File: config.mk
export PLATFORM = sky130hd
export DESIGN_NAME = zombie_sprite_unit
export DESIGN_NICKNAME = d
export VERILOG_FILES = /design/src/rtl/zombie_sprite_unit.sv
export SDC_FILE = /design/constraint.sdc
export NUM_CORES = 1
export LEC_CHECK = 0
export CAP_MARGIN = 20
export CORE_ASPECT_RATIO = 0.6
export CORE_MARGIN = 2
export CORE_UTILIZATION = 45
export CTS_BUF_LIST = sky130_fd_sc_hd__clkbuf_8 sky130_fd_sc_hd__clkbuf_16
export DETAILED_ROUTE_END_ITERATION = 6
export PLACE_DENSITY = 0.69
export SYNTH_ARGS = -nofsm -noshare
export SYNTH_HDL_FRONTEND = slang
export SYNTH_SLANG_ARGS = --single-unit
File: constraint.sdc
create_clock -name CLK -period 8.04 [get_ports CLK]
set_clock_uncertainty 0.2 [all_clocks]
set_input_delay 0.804 -clock CLK [delete_from_list [all_inputs] [get_ports CLK]]
set_output_delay 0.804 -clock CLK [all_outputs]
set_load 0.05 [all_outputs]
File: src/rtl/zombie_sprite_unit.sv
// One zombie slot: frame-rate life-cycle sequencer plus a two-stage pixel path
// that presents a sprite ROM address and a matching zom_on flag to the mapper.
module zombie_sprite_unit #(
  parameter int SPR_W        = 64,
  parameter int SPR_H        = 96,
  parameter int X_START      = 640,
  parameter int HOUSE_X      = 40,
  parameter int ROW_Y0       = 80,
  parameter int ROW_H        = 96,
  parameter int HP_MAX       = 10,
  parameter int SPEED_DIV    = 2,
  parameter int ANIM_DIV     = 8,
  parameter int DYING_FRAMES = 30
) (
  input  logic        CLK,
  input  logic        Reset,
  input  logic        frame_start,
  input  logic        spawn,
  input  logic [2:0]  spawn_row,
  input  logic        hit,
  input  logic        blocked,
  input  logic [9:0]  DrawX,
  input  logic [9:0]  DrawY,
  output logic [15:0] zom_addr,
  output logic        zom_on,
  output logic [9:0]  zom_x,
  output logic [9:0]  zom_y,
  output logic [2:0]  zom_state,
  output logic        alive,
  output logic        house_reached
);

  typedef enum logic [2:0] {
    ST_IDLE  = 3'd0,
    ST_WALK  = 3'd1,
    ST_EAT   = 3'd2,
    ST_DYING = 3'd3
  } state_t;

  state_t      r_state, w_stateNext;
  logic [9:0]  r_x, r_y, w_xNext, w_yNext;
  logic [3:0]  r_hp, w_hpNext, w_hpDec;
  logic [7:0]  r_step, w_stepNext;
  logic [7:0]  r_animDiv, w_animDivNext;
  logic [7:0]  r_dying, w_dyingNext;
  logic [1:0]  r_anim, w_animNext;
  logic        r_house, w_houseNext;
  logic [2:0]  w_rowClamp;
  logic [2:0]  w_frame;
  logic [10:0] w_dx, w_dy, w_xl, w_xr, w_yt, w_yb;
  logic        w_inside;
  logic [15:0] w_addr;
  logic [15:0] r_addr;
  logic        r_inside, r_zomOn;

  always_ff @(posedge CLK) begin
    if (Reset) begin
      r_state   <= ST_IDLE;
      r_x       <= 10'(X_START);
      r_y       <= 10'(ROW_Y0);
      r_hp      <= '0;
      r_step    <= '0;
      r_animDiv <= '0;
      r_anim    <= '0;
      r_dying   <= '0;
      r_house   <= 1'b0;
    end else begin
      r_state   <= w_stateNext;
      r_x       <= w_xNext;
      r_y       <= w_yNext;
      r_hp      <= w_hpNext;
      r_step    <= w_stepNext;
      r_animDiv <= w_animDivNext;
      r_anim    <= w_animNext;
      r_dying   <= w_dyingNext;
      r_house   <= w_houseNext;
    end
  end

  // A killing hit outranks the frame-rate EAT/WALK decision in the same cycle.
  always_comb begin
    w_stateNext   = r_state;
    w_xNext       = r_x;
    w_yNext       = r_y;
    w_hpNext      = r_hp;
    w_stepNext    = r_step;
    w_animDivNext = r_animDiv;
    w_animNext    = r_anim;
    w_dyingNext   = r_dying;
    w_houseNext   = r_house;
    w_rowClamp    = (spawn_row > 3'd4) ? 3'd4 : spawn_row;
    w_hpDec       = (hit && (r_hp != 4'd0)) ? (r_hp - 4'd1) : r_hp;

    case (r_state)
      ST_IDLE: begin
        if (spawn) begin
          w_stateNext   = ST_WALK;
          w_xNext       = 10'(X_START);
          w_yNext       = 10'(ROW_Y0) + 10'(w_rowClamp) * 10'(ROW_H);
          w_hpNext      = 4'(HP_MAX);
          w_animNext    = '0;
          w_animDivNext = '0;
          w_stepNext    = '0;
        end
      end
      ST_WALK, ST_EAT: begin
        w_hpNext = w_hpDec;
        if (w_hpDec == 4'd0) begin
          w_stateNext = ST_DYING;
          w_dyingNext = '0;
        end else if (frame_start) begin
          if (r_state == ST_EAT) begin
            if (!blocked) w_stateNext = ST_WALK;
          end else if (blocked) begin
            w_stateNext = ST_EAT;
          end else begin
            if (r_step == 8'(SPEED_DIV - 1)) begin
              w_stepNext = '0;
              if ({1'b0, r_x} <= 11'(HOUSE_X + 1)) begin
                w_xNext     = 10'(HOUSE_X);
                w_houseNext = 1'b1;
              end else begin
                w_xNext = r_x - 10'd1;
              end
            end else begin
              w_stepNext = r_step + 8'd1;
            end
            if (r_animDiv == 8'(ANIM_DIV - 1)) begin
              w_animDivNext = '0;
              w_animNext    = r_anim + 2'd1;
            end else begin
              w_animDivNext = r_animDiv + 8'd1;
            end
          end
        end
      end
      ST_DYING: begin
        if (frame_start) begin
          if (r_dying == 8'(DYING_FRAMES - 1)) begin
            w_stateNext = ST_IDLE;
            w_dyingNext = '0;
          end else begin
            w_dyingNext = r_dying + 8'd1;
          end
        end
      end
      default: w_stateNext = ST_IDLE;
    endcase
  end

  // Bounds are widened to 11 bits so a sprite hanging off the right or bottom
  // edge does not wrap around to the opposite side of the screen.
  always_comb begin
    w_frame = (r_state == ST_EAT)   ? 3'd4 :
              (r_state == ST_DYING) ? 3'd5 : {1'b0, r_anim};
    w_dx    = {1'b0, DrawX};
    w_dy    = {1'b0, DrawY};
    w_xl    = {1'b0, r_x};
    w_yt    = {1'b0, r_y};
    w_xr    = w_xl + 11'(SPR_W - 1);
    w_yb    = w_yt + 11'(SPR_H - 1);
    w_inside = (r_state != ST_IDLE) && (w_dx >= w_xl) && (w_dx <= w_xr)
               && (w_dy >= w_yt) && (w_dy <= w_yb);
    w_addr  = 16'(w_frame) * 16'(SPR_W * SPR_H)
              + (16'(DrawY) - 16'(r_y)) * 16'(SPR_W)
              + (16'(DrawX) - 16'(r_x));
  end

  always_ff @(posedge CLK) begin
    if (Reset) begin
      r_addr   <= '0;
      r_inside <= 1'b0;
      r_zomOn  <= 1'b0;
    end else begin
      r_addr   <= w_inside ? w_addr : 16'd0;
      r_inside <= w_inside;
      r_zomOn  <= r_inside;
    end
  end

  assign zom_addr      = r_addr;
  assign zom_on        = r_zomOn;
  assign zom_x         = r_x;
  assign zom_y         = r_y;
  assign zom_state     = r_state;
  assign alive         = (r_state == ST_WALK) || (r_state == ST_EAT);
  assign house_reached = r_house;

endmodule

# Word-level counts from Yosys, hierarchy flattened
# Cells that the tools add are included.
[totals] reg_bits=72 latchBits=0 ramBits=0 romBits=0 word_cells=125 mem_count=0
[classes] add_sub_neg=13 multipliers=2 div=0 n_lt_le_gt_ge=6 eq_ne=19 shifts=0 n_mux=47 bitwise=4 reduce_logical=22
[ops] cell="$mux 8" count=14
[ops] cell="$mux 10" count=7
[ops] cell="$pmux 8 s2" count=3
[ops] cell="$mux 3" count=11
[ops] cell="$add 16x16->16" count=2
[ops] cell="$add 8x1->8 const B" count=3
[ops] cell="$le 10x11->1" count=2
[ops] cell="$reduce_and 7->1" count=3
[ops] cell="$ge 10x10->1" count=2
[ops] cell="$ne 2x2->1 const B" count=10
[ops] cell="$pmux 10 s2" count=1
[ops] cell="$mux 2" count=6
[ops] cell="$reduce_and 6->1" count=2
[ops] cell="$add 10x6->11 const B" count=1
[ops] cell="$add 10x7->11 const B" count=1
[ops] cell="$sub 10x10->11" count=1
[ops] cell="$add 7x10->10 const A" count=1
[ops] cell="$le 10x6->1 const B" count=1
[ops] cell="$mul 3x2->5 const B" count=2
[ops] cell="$sub 10x1->10 const B" count=1
[ops] cell="$sub 10x10->10" count=1
[ops] cell="$pmux 3 s3" count=1
[ops] cell="$eq 8x1->1 const B" count=1
[ops] cell="$eq 8x3->1 const B" count=1
[ops] cell="other kinds (22)" count=35

# Logic depth before layout (Yosys ltp)
[depth] depth_word=8 depth_mapped=18

# Least setup slack after synthesis
# Ideal clock, no wire load.
[synth_path] path_type="in2reg" from="input DrawX[0]" to="register r_addr[15], in the netlist zom_addr[15]" setup_ns=0.067 arrival_ns=4.203 t_required_ns=7.773 slack_ns=3.570 cell_stages=15 cell_sequence="inv_1 > ha_1 > inv_1 > fa_1 > a21o_1 > a21oi_1 > o21ai_0 > a31oi_1 > fa_1 > ha_1 > o21ai_0 > nor2_1 > o41ai_1 > xnor3_1 > nor2_1"
[synth_via] elab_chain_cells=7
[synth_rtl] element="start: declaration" line_no="22" rtl="input logic [9:0] DrawX,"
[synth_rtl] element="branches (longest 7 deep; another with $add 16x16->16)"
[synth_rtl] element="end signal: assignment" line_no="175" rtl="r_addr <= w_inside ? w_addr : 16'd0;"
[synth_rtl] element="end: declaration" line_no="53" rtl="logic [15:0] r_addr;"
# Parallel ways; which one is timed is not known.
# A chain may end at the register's enable or synchronous reset.

# Worst setup path in the final report
# Ends and elaborated chain as after synthesis.

==> impl_metrics.json <==
{
  "status": "complete, no violations",
  "multi_input_area_um2": 3420,
  "synth.distinct_cells": 60,
  "synth_fa_ha_area_share_pct": 19.5,
  "cts-root-buf": "clkbuf_16",
  "power_leakage_nw": 2.53,
  "h-tree-depth": 3,
  "dpl.hpwl_um": 9690,
  "crit_start": "DrawX[0]",
  "grt_pass1_wl_um": 20900,
  "postRouteAntennaNets": 0,
  "synth_top_cells_by_area": "dfxtp_1, ha_1, xnor2_1, a21oi_1, nor2_1",
  "rsz0062_at_grt": "false",
  "final_util_pct": 57.2,
  "synth_top_family_by_area": "simple AND/OR/NAND/NOR gates",
  "synth-edff-count": 0,
  "num_rows": 29,
  "cts_buffer_depth": 2,
  "min_period_ps": 5010,
  "die_w_um": 141,
  "yosysMostFrequentCell": "dfxtp_1",
  "drc": 0,
  "required_ps": 8100,
  "setup_violations": 0,
  "grt_overflow": 0,
  "max_stage_delay_ps": 600,
  "grt_usage_pct": 21.4,
  "fmax_ghz": 0.200,
  "rrSetupSlack_ps": 3460,
  "cts_buffers": 9,
  "cap_violations": 0,
  "synthMuxAreaShare_pct": 0.845,
  "syn-instance-count": 613,
  "io_buffers": 64,
  "synth_ff_type": "dfxtp_1",
  "clk_pin_slew_ps": 60,
  "pin_count": 71,
  "cts.sinks": 66,
  "hold_violations": 0,
  "crit_end": "zom_addr[15]",
  "final_nets": 779,
  "drtIter0Drc": 425,
  "synth_top_area_share_pct": 26.2,
  "ys_top_cells_by_count": "dfxtp_1, ha_1, nor2_1",
  "die_height_um": 85.9,
  "timing.setup.tns_ps": 0,
  "crit_type": "in2reg",
  "design.die.area_um2": 12100,
  "nFillCells": 959,
  "start_util_pct": 46.9,
  "syn-cell-area_um2": 5040,
  "r2r_cells": 14,
  "ir_worst_vdd_v": 0.000164,
  "fin_crit_sh_pct": 62.3,
  "slowest_stage": "a31oi_1",
  "slew_headroom_pct": 34.6,
  "synth_xor_xnor_area_share_pct": 8.45,
  "avgViaCountPerCell": 5.60,
  "worst_slew_pin_slew_ps": 982,
  "r2r_end": "zom_addr[15]",
  "grt_pass1_vias": 4255,
  "cts_tree": "built",
  "first_pass_iters": 5,
  "place.gp.congestion": 0.887,
  "drive_above_1_share_pct": 3.96,
  "regArea_um2": 1320,
  "critical_path.cell_chain": "clkdlybuf4s50_1 > inv_1 > ha_1 > inv_1 > fa_1 > a21o_1 > a21oi_1 > o21ai_0 > a31oi_1 > fa_1 > ha_1 > o21ai_0 > nor2_1 > o41ai_1 > xnor3_1 > nor2_1",
  "avgSynthCellArea_um2": 8.22,
  "hold_path.class": "reg2reg",
  "yosys.area_share.simple_pct": 21.0,
  "ctsResizeCount": 0,
  "wire_per_inst_um": 15.3,
  "finalWirelength_um": 12500,
  "final_max_slew_viol_count": 0,
  "hold_slack_ps": 243,
  "num_vias": 4601,
  "cp_data_arrival_time_ps": 5080,
  "antennaDiodeCount": 0,
  "r2r-start": "zom_x[0]",
  "ys_seq_area_share_pct": 26.2,
  "whs_path_depth": 1,
  "cp-end-kind": "flip-flop",
  "synth-compound-area-share_pct": 17.6,
  "core_region_area_um2": 10700,
  "clk_latency_ps": 340,
  "synth_warnings": 0,
  "crit_fanout": 6,
  "power_density_nw_per_um2": 379,
  "cts_hold_buf": 0,
  "synth.largest_area_cell": "dfxtp_1",
  "syn2layout_area_growth_pct": 21.9,
  "worst_setup_path_start_kind": "primary input",
  "ys_seq_elements": 66,
  "grt_max_degree": 30,
  "async_flop_share_pct": 0,
  "post_cts_buffers": 0,
  "antenna_found_initial": 0
}
==> kinds of logic (layout without fill, tap and decap cells) <==
group | after synthesis | after routing
other cells | 2 | 6
fa+ha+maj | 73 | 73
mux | 4 | 4
compound gates | 141 | 141
simple gates | 205 | 205
xor+xnor | 47 | 47
buf+inv | 75 | 140
flops | 66 | 66
==> per-layer routing <==
| layer | global-route usage (%) | vias to the layer above | part of all wire, % |
|---|---|---|---|
| met5 | 0 | - | 0 |
| li1 | - | 2295 | - |
| met4 | 6.18 | 0 | 1.2 |
| met1 | 32.1 | 2153 | 53 |
| met3 | 3.74 | 13 | 5.1 |
| met2 | 31.4 | 140 | 41 |
==> critical path: cells and delay by family <==
| kind | cells | cell delay [ps] |
|---|---|---|
| XOR/XNOR | 1 | 280 |
| AO/OA/AOI/OAI | 6 | 1830 |
| adder cells (fa/ha/maj) | 4 | 1450 |
| AND/OR/NAND/NOR | 2 | 170 |
| buffers and inverters | 3 | 540 |
==> stage by stage <==
stage	worst slack, ps	area [µm²]	total power (W)	std cells
5_1_grt	2640	6140	0.00252	821
6_report	3030	6140	0.00233	821
3_3_place_gp	2800	5780	0.00180	804
2_1_floorplan	3570	5050	0.00152	617
3_5_place_dp	2720	5780	0.00184	804
4_1_cts	3060	6130	0.00232	820
==> worst min path at each step <==
stage	from	endpoint	slack [ps]
finish	r_inside	zom_on	240
global route	r_inside	zom_on	280
CTS	r_inside	zom_on	250
detailed placement	r_inside	zom_on	230
global placement	r_inside	zom_on	220
floorplan	r_inside	zom_on	210
==> power by group <==
part	switching (W)	leakage (nW)	internal (W)	total [W]
registers	0.0000663	0.535	0.000375	0.000442
clock network	0.000162	0.171	0.000306	0.000469
logic	0.000859	1.82	0.000559	0.00142
==> sequential cells by signal (all words and copies together), names as in the netlist <==
register and cells:
r_hp 4, zom_addr 16, zom_x 10, zom_y 5
house_reached 1, r_anim 2, r_animDiv 8, zom_state 2
zom_on 1, r_dying 8, r_inside 1, r_step 8
==> placed cells by master (no fill, tap or decap), drive strengths merged, types with 4 or more instances in the layout <==
master / instances
dfxtp: 66
nor3: 12
inv: 58
nor2: 59
nand2b: 4
and3: 6
clkdlybuf4s50: 64
and2: 8
or4: 8
nor4: 7
a21o: 10
o21a: 7
clkbuf: 10
a211oi: 9
nand2: 37
nand4: 13
a21oi: 46
conb: 6
or3: 8
nand4b: 4
fa: 9
o21ai: 32
ha: 64
a211o: 5
xor2: 17
nand3: 20
xnor2: 29
o41ai: 4
nor2b: 9
==> cell type report <==
class | instances | area share [%]
Multi-Input combinational cell | 476 | 55.6
Sequential cell | 66 | 21.5
Timing Repair Buffer | 68 | 10.9
Clock buffer | 9 | 3.67
Inverter | 56 | 3.42
Tap cell | 139 | 2.83
Clock inverter | 7 | 2.04
No activity file was read; power rests on OpenSTA's default activity.
